==> config.mk <==
export PLATFORM = sky130hd
export DESIGN_NAME = vga_timing_rx
export DESIGN_NICKNAME = d
export VERILOG_FILES = /design/src/rtl/vga_timing_rx.sv
export SDC_FILE = /design/constraint.sdc
export NUM_CORES = 1
export LEC_CHECK = 0
export BUFFER_PORTS_ARGS = -buffer_cell sky130_fd_sc_hd__buf_2
export CAP_MARGIN = 0
export CORE_MARGIN = 3
export CORE_UTILIZATION = 29
export CTS_CLUSTER_SIZE = 40
export DETAILED_ROUTE_END_ITERATION = 8
export HOLD_SLACK_MARGIN = 0.12
export SLEW_MARGIN = 20
export SYNTH_ARGS = -nofsm -noshare
export SYNTH_HDL_FRONTEND = slang
export SYNTH_SLANG_ARGS = --single-unit
==> constraint.sdc <==
create_clock -name clock -period 2.08 [get_ports clock]
set_input_delay 0 -clock clock [delete_from_list [all_inputs] [get_ports clock]]
set_output_delay 0 -clock clock [all_outputs]
set_load 0.01 [all_outputs]
==> src/rtl/vga_timing_rx.sv <==
// vga_timing_rx: recovers pixel coordinates from a raster stream (sync/blank edges only),
// checks line/frame geometry, locks after clean frames and emits coordinate-tagged pixels.
module vga_timing_rx #(
    parameter int   H_ACTIVE    = 800,
    parameter int   V_ACTIVE    = 600,
    parameter int   H_TOTAL     = 1056,
    parameter int   V_TOTAL     = 628,
    parameter logic HS_ACT      = 1'b1,
    parameter logic VS_ACT      = 1'b1,
    parameter int   LOCK_FRAMES = 2
) (
    input  logic        clock,
    input  logic        reset_n,
    input  logic        hs,
    input  logic        vs,
    input  logic        blank,
    input  logic [7:0]  red,
    input  logic [7:0]  green,
    input  logic [7:0]  blue,
    output logic        px_valid,
    output logic [9:0]  px_row,
    output logic [9:0]  px_col,
    output logic [7:0]  px_red,
    output logic [7:0]  px_green,
    output logic [7:0]  px_blue,
    output logic        sof,
    output logic        locked,
    output logic        err_h,
    output logic        err_v,
    output logic [10:0] meas_h_total,
    output logic [9:0]  meas_v_total
);
    typedef enum logic [1:0] {SEARCH, SYNCING, LOCKED} state_t;
    state_t state, state_nx;
    logic s1_hs, s1_vs, s1_blank, s2_hs, s2_vs, s2_blank, px_act;
    logic [7:0] s1_red, s1_green, s1_blue;
    logic [10:0] clk_cnt;
    logic [9:0] act_px, row_cnt, act_ln, ln_cnt, row_b, act_ln_b, ln_b;
    logic [2:0] good, good_nx;
    logic h_en, v_en, dirty, hs_e, vs_e, act_start, line_end, h_bad, v_bad, clean, enter_search;

    assign hs_e      = s1_hs == HS_ACT && s2_hs != HS_ACT;
    assign vs_e      = s1_vs == VS_ACT && s2_vs != VS_ACT;
    assign act_start = !s1_blank && s2_blank;
    assign line_end  = hs_e && act_px != '0;
    // a coincident vs edge is applied first, so the hs edge lands in the new frame
    assign row_b     = vs_e ? '0 : row_cnt;
    assign act_ln_b  = vs_e ? '0 : act_ln;
    assign ln_b      = vs_e ? '0 : ln_cnt;
    assign h_bad     = hs_e && h_en && (clk_cnt != 11'(H_TOTAL) || (act_px != '0 && act_px != 10'(H_ACTIVE)));
    assign v_bad     = vs_e && v_en && (ln_cnt != 10'(V_TOTAL) || act_ln != 10'(V_ACTIVE));
    assign clean     = !dirty && !h_bad && !v_bad;
    assign good_nx   = clean ? good + 3'd1 : 3'd0;
    assign enter_search = state != SEARCH && state_nx == SEARCH;

    assign locked   = state == LOCKED;
    assign px_valid = locked && px_act;
    assign sof      = px_valid && px_row == '0 && px_col == '0;

    always_comb begin
        state_nx = state;
        state_nx = state == SEARCH  ? (vs_e ? SYNCING : SEARCH) :
                   state == SYNCING ? ((vs_e && clean && good_nx == 3'(LOCK_FRAMES)) ? LOCKED : SYNCING) :
                   ((err_h || err_v) ? SEARCH : LOCKED);
    end

    // sync history resets to the asserted level so a release mid-pulse creates no false edge
    always_ff @(posedge clock or negedge reset_n) begin
        if (!reset_n) begin
            s1_hs    <= HS_ACT;
            s2_hs    <= HS_ACT;
            s1_vs    <= VS_ACT;
            s2_vs    <= VS_ACT;
            s1_blank <= 1'b1;
            s2_blank <= 1'b1;
            s1_red   <= '0;
            s1_green <= '0;
            s1_blue  <= '0;
            px_act   <= 1'b0;
            px_row   <= '0;
            px_col   <= '0;
            px_red   <= '0;
            px_green <= '0;
            px_blue  <= '0;
        end else begin
            s1_hs    <= hs;
            s1_vs    <= vs;
            s1_blank <= blank;
            s1_red   <= red;
            s1_green <= green;
            s1_blue  <= blue;
            s2_hs    <= s1_hs;
            s2_vs    <= s1_vs;
            s2_blank <= s1_blank;
            px_act   <= !s1_blank;
            px_row   <= row_cnt;
            px_red   <= s1_red;
            px_green <= s1_green;
            px_blue  <= s1_blue;
            if (!s1_blank)
                px_col <= act_start ? '0 : px_col + {9'd0, px_col != 10'(H_ACTIVE - 1)};
        end
    end

    always_ff @(posedge clock or negedge reset_n) begin
        if (!reset_n) begin
            state        <= SEARCH;
            clk_cnt      <= '0;
            act_px       <= '0;
            row_cnt      <= '0;
            act_ln       <= '0;
            ln_cnt       <= '0;
            meas_h_total <= '0;
            meas_v_total <= '0;
            err_h        <= 1'b0;
            err_v        <= 1'b0;
            dirty        <= 1'b0;
            good         <= '0;
            h_en         <= 1'b0;
            v_en         <= 1'b0;
        end else begin
            state   <= state_nx;
            clk_cnt <= hs_e ? 11'd1 : clk_cnt + {10'd0, !(&clk_cnt)};
            act_px  <= hs_e ? {9'd0, !s1_blank} : act_px + {9'd0, !s1_blank && !(&act_px)};
            row_cnt <= row_b + {9'd0, line_end && row_b != 10'(V_ACTIVE - 1)};
            act_ln  <= act_ln_b + {9'd0, line_end && !(&act_ln_b)};
            ln_cnt  <= ln_b + {9'd0, hs_e && !(&ln_b)};
            if (hs_e)
                meas_h_total <= clk_cnt;
            if (vs_e)
                meas_v_total <= ln_cnt;
            err_h <= h_bad;
            err_v <= v_bad;
            dirty <= !vs_e && (dirty || h_bad || v_bad);
            if (vs_e)
                good <= state == SEARCH ? 3'd0 : good_nx;
            h_en <= !enter_search && (h_en || hs_e);
            v_en <= !enter_search && (v_en || vs_e);
        end
    end
endmodule

==> out/results.tsv, run 1 <==
stage	metric	value	unit
outcome	status	complete, but fails checks	
outcome	failing checks	negative setup slack	
timing	Clock Skews	0.00823	ns
global_routing	busiest layer in global routing	met2	
global_routing	met1 Track Usage GR	15.9	%
critical_path	CP delay by family, top	simple AND/OR/NAND/NOR gates	
floorplanning	I/O pin count	99	
logic_synthesis	Syn Inst Count	527	
global_routing	first-pass GRT wire length	22.3	mm
critical_path	Critical Path Start Type	flop	
timing	hold slack	0.116	ns
logic_synthesis	top cells by area, synth	dfrtp_1, nand2_1, xor2_1	
timing	RSZ-0062 raised after global routing	yes	
global_routing	met3 Usage GRT	3.28	%
power_and_ir_drop	Seq pwr share	47.8	%
logic_synthesis	post-synth net total	569	
critical_path	Critical Path RT	2.38	ns
timing	Fmax	477	MHz
critical_path	Max stage delay on crit path	0.53	ns
floorplanning	Starting Density	29.7	%
clock_tree	Max H-tree Level	4	
logic_synthesis	Post-synth EDFFs	0	
logic_synthesis	sequential element share of the synthesized area	65.2	%
timing	Final WS setup	-0.0156	ns
final_layout	Nets	753	
logic_synthesis	top post-synthesis cells by count	dfrtp_1, nand2_1, nor2_1	
power_and_ir_drop	pwr dens	890	mW/mm^2
final_layout	Final Non-Filler Cells	994	
floorplanning	core area	0.0204	sq mm
timing	Final Hold Vio Count	0	
power_and_ir_drop	NetSw	1990	uW
logic_synthesis	Adder-Cell Fraction of Synth Area	2.69	%
timing	Worst slew margin	64.2	%
place	Placed Cells	925	
logic_synthesis	Syn Area/Cell	11.5	sq um
critical_path	worst-path fanout max	3	
clock_tree	TritonCTS Buffers	17	
logic_synthesis	largest family of logic cells by synthesized area	simple AND/OR/NAND/NOR gates	
global_routing	vias in the first global route	4424	
critical_path	critical-path cell with the highest stage delay	dfstp_2	
critical_path	crit path buf inv count	0	
clock_tree	Clk Latency, worst-skew pair	0.41	ns
logic_synthesis	Synth Area in Simple Gates	19.8	%
clock_tree	buffer depth of the longest clock path	2	
floorplanning	full die area	0.0226	sq mm
detailed_routing	TritonRoute pass-1 iters	4	
power_and_ir_drop	clock network power share	39.4	%
place	PortBufs	98	
critical_path	Critical Path AT	2.39	ns
detailed_routing	Routed WL	13.1	mm
logic_synthesis	post-synthesis xor/xnor area fraction	5.22	%
critical_path	CP endpoint kind	flop	
final_layout	share of cells above drive strength 1	30.8	%
logic_synthesis	post-synthesis cell area	0.00604	sq mm
final_layout	# diodes	0	
floorplanning	Core Rows	52	
logic_synthesis	share of Yosys cell area claimed by the top area cell type	62.6	%
detailed_routing	ANT nets after route	0	
logic_synthesis	count leader, synth	dfrtp_1	
place	detailed placement HPWL	9.10	mm
critical_path	Reg2Reg Setup Slack	-0.02	ns
global_routing	GRT met2 Usage	20.6	%
power_and_ir_drop	combinational power share	12.8	%
timing	setup_tns	-0.0242	ns
logic_synthesis	number of distinct library cells after synthesis	45	
power_and_ir_drop	Pint	5390	uW
critical_path	worst-case reg-to-reg path depth	10	
timing	Worst-Margin Slew	0.538	ns
detailed_routing	Avg WL per Cell	13.2	um
critical_path	end of the worst register-to-register path	row_cnt[9]	
clock_tree	CTS tree	done	
clock_tree	Clock Pin Slew Worst Setup and Hold Paths	0.07	ns
logic_synthesis	mux cell area share after synthesis	0	%
global_routing	largest net degree at the start of global routing	57	
clock_tree	CTS Sinks	157	
clock_tree	CTS root buf	clkbuf_16	
logic_synthesis	Compound-Gate Fraction of Synth Area	5.51	%
logic_synthesis	synthesized flop and latch total	157	
timing	Setup violations, final	2	
detailed_routing	DR vias/cell	4.41	
final_layout	area delta synth->final	37.2	%
timing	Max Slew Vio Count	0	
floorplanning	Die X	150	um
timing	minimum clock period	2.10	ns
logic_synthesis	Async SR Flop Fraction	100	%
power_and_ir_drop	worst vdd rail ir drop	0.000589	V
global_routing	total grt overflow	0	
global_routing	initial antenna violation count	0	
worst_hold_path	HP Class	input pin to asynchronous set/reset pin	
critical_path	type of the worst setup path	flop to flop	
floorplanning	Die Span Y	150	um
critical_path	worst-path cell chain	nand2b_4 -> and2_4 -> nand3_2 -> o41a_1 -> ha_4 -> nand3_4 -> nor2_4 -> nand4_1 -> xor2_1 -> nor2_1	
logic_synthesis	number of synthesis warnings	0	
job	max cap viols	0	
detailed_routing	DRC	0	
logic_synthesis	ys flop type	dfrtp_1	
power_and_ir_drop	P_leak	0.00394	uW
timing	Final period util	101	%
detailed_routing	Vias	4383	
critical_path	RR Startpoint	s2_vs	
global_routing	All-Layer GR Usage	12.4	%
place	gp weighted congestion	0.800	
power_and_ir_drop	Net Sw Frac	27.0	%
detailed_routing	Starting DRT DRC Count	242	
logic_synthesis	cell taking the most area after synthesis	dfrtp_1	
## registers in the layout, summed over array words and instances (netlist names), 2 cells and up
signal	flops
meas_v_total	10
px_green	8
px_col	10
meas_h_total	11
s1_blue	8
good	3
act_px	10
ln_cnt	10
px_blue	8
s1_red	8
state	2
row_cnt	10
clk_cnt	11
s1_green	8
px_row	10
px_red	8
act_ln	10
## per-layer routing
layer	wire [um]	part of all wire (%)	up-vias
li1	-	-	2162
met1	5880	45	2146
met2	6740	51	58
met3	356	2.7	17
met4	165	1.3	0
met5	0	0	-
## placed cells by master, fill, tap and decap left out, types with 3 or more instances in the layout
cell and n:
nand3_1 20, ha_4 6, nand3_4 4, inv_1 8, inv_8 4, nor2_1 48
o21ai_0 18, nand2_1 96, nor3_1 6, a31oi_1 4, buf_12 3, and2_1 8
and3_1 5, xor2_1 23, o21ai_1 5, xnor2_1 12, dlygate4sd3_1 28, clkinv_4 3
dfstp_2 6, buf_4 50, dfrtp_1 150, a21oi_1 11, nand4_1 16, or3_1 13
buf_2 97, nor4_1 5, ha_1 7, clkbuf_16 17
## cell families after synthesis
logic type | count (synthesis)
AND/OR/NAND/NOR | 247
buffers and inverters | 23
XOR/XNOR | 36
adder cells (fa/ha/maj) | 13
flip-flops | 157
AO/OA/AOI/OAI | 51
## through the flow
step           utilization (%)  setup slack (ns)  total power [uW]  instance area [sq um]
4_1_cts                   40.1           0.00396              7430                   8160
5_1_grt                   40.7           -0.0846              7780                   8290
6_report                  40.7           -0.0156              7380                   8290
3_3_place_gp              35.3           -0.0207              4390                   7200
2_1_floorplan                -           0.00164              4000                   6050
3_5_place_dp              35.3           -0.0889              4400                   7200
## what timing repair did
item                                   4_1_cts  5_1_grt
hold buffers                                28        0
resized for setup                           17       17
setup endpoints to repair                    8       15
cloned                                       0        0
pin swaps                                    8       30
buffers inserted                             3        6
endpoints found under the hold margin      180        0
## how the worst max path moves through the flow
| stage | from | end | slack [ns] | depth (start not counted) |
|---|---|---|---|---|
| after floorplan | s1_hs | row_cnt[6] | 0.002 | 9 |
| after global placement | s2_vs | row_cnt[4] | -0.02 | 9 |
| after detailed placement | s2_vs | row_cnt[4] | -0.09 | 9 |
| after CTS | s1_hs | act_ln[8] | 0.004 | 9 |
| after global routing | s2_vs | row_cnt[9] | -0.08 | 10 |
| final | s2_vs | row_cnt[9] | -0.02 | 10 |
## power by group through the flow
stage	clock (uW)	combinational, uW	sequential (uW)
global route	3150	1060	3570
floorplan	0	440	3560
detailed placement	0	826	3570
finish	2910	942	3530
CTS	3000	906	3520
global placement	0	819	3570
## final cells by class
type | count | area [sq um]
inverters | 8 | 30.0
flip-flops and latches | 157 | 3940
fillers | 1922 | 12100
repair buffers | 180 | 1220
multi-input cells | 347 | 2200
clock inverters | 12 | 105
well taps | 270 | 338
clock buffers | 20 | 457
Power figures use the tool's default switching activity.
==> run 2, diff against run 1 <==
CORE_ASPECT_RATIO = 0.5   (was not set)
==> out/results.tsv, run 2 (synthesized netlist as in run 1, its figures left out) <==
stage	metric	value	unit	change
outcome	status	finished clean		
critical_path	CP endpoint kind	flop		
timing	RSZ-0062 raised after global routing	yes		
job	max cap viols	0		unchanged
floorplanning	Starting Density	30.3	%	+0.61 points
final_layout	share of cells above drive strength 1	32.5	%	+1.7 points
detailed_routing	Starting DRT DRC Count	269		+11%
clock_tree	CTS Sinks	157		unchanged
power_and_ir_drop	combinational power share	12.5	%	-0.3 points
power_and_ir_drop	worst vdd rail ir drop	0.000568	V	-3.6%
critical_path	Critical Path AT	2.42	ns	+0.03 ns
timing	minimum clock period	2.08	ns	-0.0177 ns
detailed_routing	DRC	0		unchanged
power_and_ir_drop	Pint	5720	uW	+6.2%
global_routing	All-Layer GR Usage	12.4	%	about the same
final_layout	Nets	756		+0.40%
global_routing	first-pass GRT wire length	22.4	mm	+0.71%
timing	setup_tns	0	ns	+0.0242 ns
clock_tree	CTS root buf	clkbuf_16		
detailed_routing	Avg WL per Cell	13.6	um	+2.5%
final_layout	area delta synth->final	38.5	%	
clock_tree	Clk Latency, worst-skew pair	0.42	ns	about the same
critical_path	worst-path fanout max	5		+2
clock_tree	Max H-tree Level	4		unchanged
global_routing	GRT met2 Usage	20.8	%	+0.19 points
final_layout	largest registers	clk_cnt: 11 flops, meas_h_total: 11 flops		
timing	Fmax	481	MHz	+0.85%
detailed_routing	Routed WL	13.5	mm	+2.4%
timing	Final period util	99.9	%	-0.85 points
global_routing	total grt overflow	0		unchanged
power_and_ir_drop	total power	7720	uW	+4.6%
power_and_ir_drop	pwr dens	922	mW/mm^2	+3.6%
floorplanning	Core Rows	36		-31%
detailed_routing	TritonRoute pass-1 iters	4		unchanged
timing	Setup violations, final	0		-2
global_routing	largest net degree at the start of global routing	62		+8.8%
final_layout	# diodes	0		unchanged
floorplanning	full die area	0.0227	sq mm	+0.47%
critical_path	Critical Path RT	2.42	ns	+0.04 ns
power_and_ir_drop	clock network power share	41.9	%	+2.5 points
timing	Worst slew margin	62.9	%	-1.2 points
floorplanning	I/O pin count	99		unchanged
timing	Final Hold Vio Count	0		unchanged
timing	Clock Skews	0.00982	ns	+0.00159 ns
floorplanning	Die Span Y	108	um	-28%
timing	Worst-Margin Slew	0.556	ns	+0.0186 ns
timing	Final WS setup	0.00214	ns	+0.0177 ns
clock_tree	TritonCTS Buffers	17		unchanged
place	PortBufs	98		unchanged
final_layout	most frequent cells in the layout	dfrtp_1, buf_2, nand2_1		
detailed_routing	Vias	4442		+1.3%
place	gp weighted congestion	0.786		-1.7%
detailed_routing	ANT nets after route	0		unchanged
power_and_ir_drop	Net Sw Frac	25.9	%	-1.1 points
clock_tree	buffer depth of the longest clock path	2		unchanged
final_layout	Design Area, Final	0.00837	sq mm	+0.97%
detailed_routing	DR vias/cell	4.47		+1.4%
place	detailed placement HPWL	9.17	mm	+0.70%
global_routing	vias in the first global route	4468		+0.99%
power_and_ir_drop	NetSw	2000	uW	+0.37%
power_and_ir_drop	Seq pwr share	45.6	%	-2.2 points
global_routing	busiest layer in global routing	met2		
final_layout	Post-Route Utilization	41.9	%	+1.2 points
clock_tree	CTS tree	done		
timing	Max Slew Vio Count	0		unchanged
final_layout	most common cell after layout, fill and taps aside	dfrtp_1		
clock_tree	Clock Pin Slew Worst Setup and Hold Paths	0.07	ns	about the same
floorplanning	Die X	210	um	+40%
worst_hold_path	HP Class	input pin to asynchronous set/reset pin		
global_routing	initial antenna violation count	0		unchanged
floorplanning	core area	0.0200	sq mm	-2.0%
place	Post-Place Setup Slack	-0.100	ns	-0.0114 ns
global_routing	met1 Track Usage GR	15.5	%	-0.42 points
critical_path	Critical Path Start Type	flop		
critical_path	type of the worst setup path	flop to flop		
final_layout	# fillers	1846		-4.0%
place	Placed Area	0.00722	sq mm	+0.28%
power_and_ir_drop	P_leak	0.00397	uW	+0.95%
global_routing	met3 Usage GRT	2.61	%	-0.67 points
[run 2: worst paths after layout]
path                       cells after the start           to  startpoint  slack (ns)
setup / recovery                               9   row_cnt[6]       s1_hs       0.002
hold / removal                                 2  s1_green[7]     reset_n        0.13
setup reg to reg                               9   row_cnt[6]       s1_hs       0.002
hold reg to reg                                0    px_red[2]   s1_red[2]        0.34
max in group asynchronous                      3   clk_cnt[2]     reset_n        1.15
min in group clock                             2    s1_red[6]      red[6]        0.22
[run 2: layout make-up]
class	instances	area (sq um)	share of cell area, %
sequential	157	3940	47.1
multi-input combinational	347	2200	26.3
timing repair buffer	183	1240	14.8
clock buffer	18	439	5.25
tap	266	333	3.98
clock inverter	14	183	2.18
inverter	8	30.0	0.359
[run 2: worst max-delay path, stage by stage, from the launching register on]
cell	delay, ns
dfstp_2	0.53
nand2b_1	0.07
a31oi_1	0.19
buf_4	0.16
o41a_1	0.18
ha_4	0.16
ha_4	0.15
nand3_4	0.09
or3_1	0.34
a21oi_2	0.13
[run 2: layer usage]
| layer | vias up | part of all wire, % | wire, um |
|---|---|---|---|
| met3 | 19 | 2.2 | 298 |
| met5 | - | 0 | 0 |
| li1 | 2164 | - | - |
| met2 | 49 | 51 | 6880 |
| met4 | 0 | 2.0 | 266 |
| met1 | 2210 | 45 | 6020 |
[run 2: through the flow]
stage,cells,hold WS [ns]
6_report,993,0.130
5_1_grt,993,0.201
4_1_cts,989,0.142
3_5_place_dp,926,0.0200
3_3_place_gp,926,0.0119
2_1_floorplan,527,-0.296
[run 2: power by group through the flow]
stage	sequential (uW)	clock (uW)	combinational (uW)
2_1_floorplan	3560	0	440
3_3_place_gp	3560	0	833
3_5_place_dp	3570	0	849
4_1_cts	3520	3310	927
5_1_grt	3560	3450	1080
6_report	3520	3230	965
[run 2: timing repair]
| action | CTS | global route |
|---|---|---|
| hold buffers | 28 | 0 |
| pin swaps | 10 | 13 |
| gates cloned | 0 | 0 |
| endpoints found under the hold margin | 171 | 0 |
| buffers inserted | 3 | 4 |
| gates resized for setup | 17 | 25 |
| endpoints found under the setup margin | 12 | 23 |
==> run 3, diff against run 2 <==
RECOVER_POWER = 50   (was not set)
==> out/results.tsv, run 3 (synthesized netlist as in run 1, its figures left out) <==
stage	metric	value	unit	change
critical_path	Critical Path RT	2.42	ns	about the same
detailed_routing	DRC	0		unchanged
critical_path	critical-path cell with the highest stage delay	dfstp_2		
floorplanning	I/O pin count	99		unchanged
critical_path	type of the worst setup path	flop to flop		
critical_path	Critical Path Start Type	flop		
final_layout	Design Area, Final	0.00832	sq mm	-0.57%
worst_hold_path	HP Class	input pin to flop		
detailed_routing	Vias	4435		-0.16%
global_routing	vias in the first global route	4468		unchanged
power_and_ir_drop	P_leak	0.00390	uW	-1.9%
power_and_ir_drop	total power	7710	uW	-0.17%
clock_tree	TritonCTS Buffers	17		unchanged
floorplanning	Core Rows	36		unchanged
place	Post-Place Setup Slack	-0.100	ns	unchanged
final_layout	largest registers	clk_cnt: 11 flops, meas_h_total: 11 flops		
critical_path	crit-path most repeated cell	ha_4		
critical_path	worst-path fanout max	5		unchanged
detailed_routing	Avg WL per Cell	13.6	um	+0.12%
timing	Final Hold Vio Count	0		unchanged
clock_tree	Max H-tree Level	4		unchanged
outcome	failing checks	max-capacitance violations		
final_layout	area delta synth->final	37.7	%	
job	max cap viols	1		+1
place	detailed placement HPWL	9.17	mm	unchanged
clock_tree	Clock Pin Slew Worst Setup and Hold Paths	0.07	ns	about the same
critical_path	CP delay by family, top	flip-flops		
critical_path	worst-path cell chain	nand2b_1 -> a31oi_1 -> buf_4 -> o41a_1 -> ha_4 -> ha_4 -> nand3_4 -> or3_1 -> a21oi_2		
final_layout	most frequent cells in the layout	dfrtp_1, nand2_1, buf_2		
clock_tree	buffer depth of the longest clock path	2		unchanged
global_routing	total grt overflow	0		unchanged
detailed_routing	Starting DRT DRC Count	267		-0.74%
clock_tree	CTS root buf	clkbuf_16		
power_and_ir_drop	pwr dens	926	mW/mm^2	+0.40%
timing	minimum clock period	2.07	ns	-0.00359 ns
clock_tree	CTS tree	done		
floorplanning	Die X	210	um	unchanged
final_layout	storage element area	0.00394	sq mm	unchanged
place	gp weighted congestion	0.786		unchanged
timing	Fmax	482	MHz	+0.17%
clock_tree	CTS Sinks	157		unchanged
detailed_routing	Routed WL	13.5	mm	+0.12%
place	PortBufs	98		unchanged
critical_path	Critical Path AT	2.42	ns	about the same
final_layout	Post-Route Utilization	41.7	%	-0.24 points
final_layout	share of cells above drive strength 1	29.0	%	-3.4 points
timing	Worst slew margin	0.169	%	-63 points
global_routing	largest net degree at the start of global routing	62		unchanged
outcome	status	complete, but fails checks		
floorplanning	Die Span Y	108	um	unchanged
detailed_routing	DR vias/cell	4.47		-0.16%
timing	Setup violations, final	0		unchanged
timing	Max Slew Vio Count	0		unchanged
timing	Final WS setup	0.00573	ns	+0.00359 ns
timing	Final period util	99.7	%	-0.17 points
timing	Clock Skews	0.0137	ns	+0.00388 ns
final_layout	Multi-input gate area	0.00220	sq mm	unchanged
final_layout	Nets	756		unchanged
final_layout	# fillers	1868		+1.2%
final_layout	# diodes	0		unchanged
critical_path	crit path buf inv count	1		unchanged
place	Placed Area	0.00722	sq mm	unchanged
floorplanning	Starting Density	30.3	%	unchanged
floorplanning	full die area	0.0227	sq mm	unchanged
global_routing	first-pass GRT wire length	22.4	mm	unchanged
timing	RSZ-0062 raised after global routing	yes		
detailed_routing	ANT nets after route	0		unchanged
global_routing	All-Layer GR Usage	12.4	%	unchanged
power_and_ir_drop	worst vdd rail ir drop	0.000562	V	-0.99%
detailed_routing	TritonRoute pass-1 iters	4		unchanged
critical_path	Max stage delay on crit path	0.53	ns	about the same
critical_path	Reg2Reg Setup Slack	0.006	ns	about the same
timing	Worst-Margin Slew	1.50	ns	+0.941 ns
global_routing	initial antenna violation count	0		unchanged
critical_path	CP endpoint kind	flop		
clock_tree	Clk Latency, worst-skew pair	0.42	ns	about the same
final_layout	most common cell after layout, fill and taps aside	dfrtp_1		
floorplanning	core area	0.0200	sq mm	unchanged
[run 3: cell types whose count changed in the layout (fill, tap and decap cells not counted), sizes merged]
| cell | delta |
|---|---|
| buf | -25 |
| clkbuf | +25 |
[run 3: layer usage]
metal | track usage, % | share of wire, %
met2 | 20.8 | 52
met5 | 0 | 0
met3 | 2.61 | 2.1
met4 | 5.81 | 1.4
met1 | 15.5 | 45
[run 3: timing repair]
item,in CTS,in global routing
cloned,0,0
gates resized for setup,17,25
endpoints found under the setup margin,12,23
pin swaps,10,13
endpoints found under the hold margin,171,0
hold buffers,28,0
buffers inserted,3,4
[run 3: layout make-up]
cell class,count,area share (%)
Sequential cell,157,47.3
Multi-Input combinational cell,347,26.5
Timing Repair Buffer,183,14.3
Clock buffer,18,5.28
Tap cell,266,4.00
Clock inverter,14,2.20
Inverter,8,0.361
[run 3: worst paths after layout]
path,from,end,depth (start not counted)
worst max-delay path,s1_hs,row_cnt[6],9
worst min-delay path,red[6],s1_red[6],2
worst max register to register,s1_hs,row_cnt[6],9
worst min register to register,s1_red[2],px_red[2],0
max in group asynchronous,reset_n,s2_blank,3
min in group asynchronous,reset_n,s1_green[7],2
[run 3: through the flow]
step,hold slack [ns],instances,setup TNS (ns)
2_1_floorplan,-0.296,527,0
3_3_place_gp,0.0119,926,-0.0267
3_5_place_dp,0.0200,926,-0.514
4_1_cts,0.142,989,-0.0963
5_1_grt,0.218,993,-0.865
6_report,0.220,993,0
[run 3: where the power goes]
part | switching [uW] | leakage (uW) | total, uW | internal (uW)
Combinational | 500 | 0.00160 | 955 | 456
Sequential | 211 | 0.00201 | 3520 | 3310
Clock | 1280 | 0.000295 | 3230 | 1950
Total | 1990 | 0.00390 | 7710 | 5710
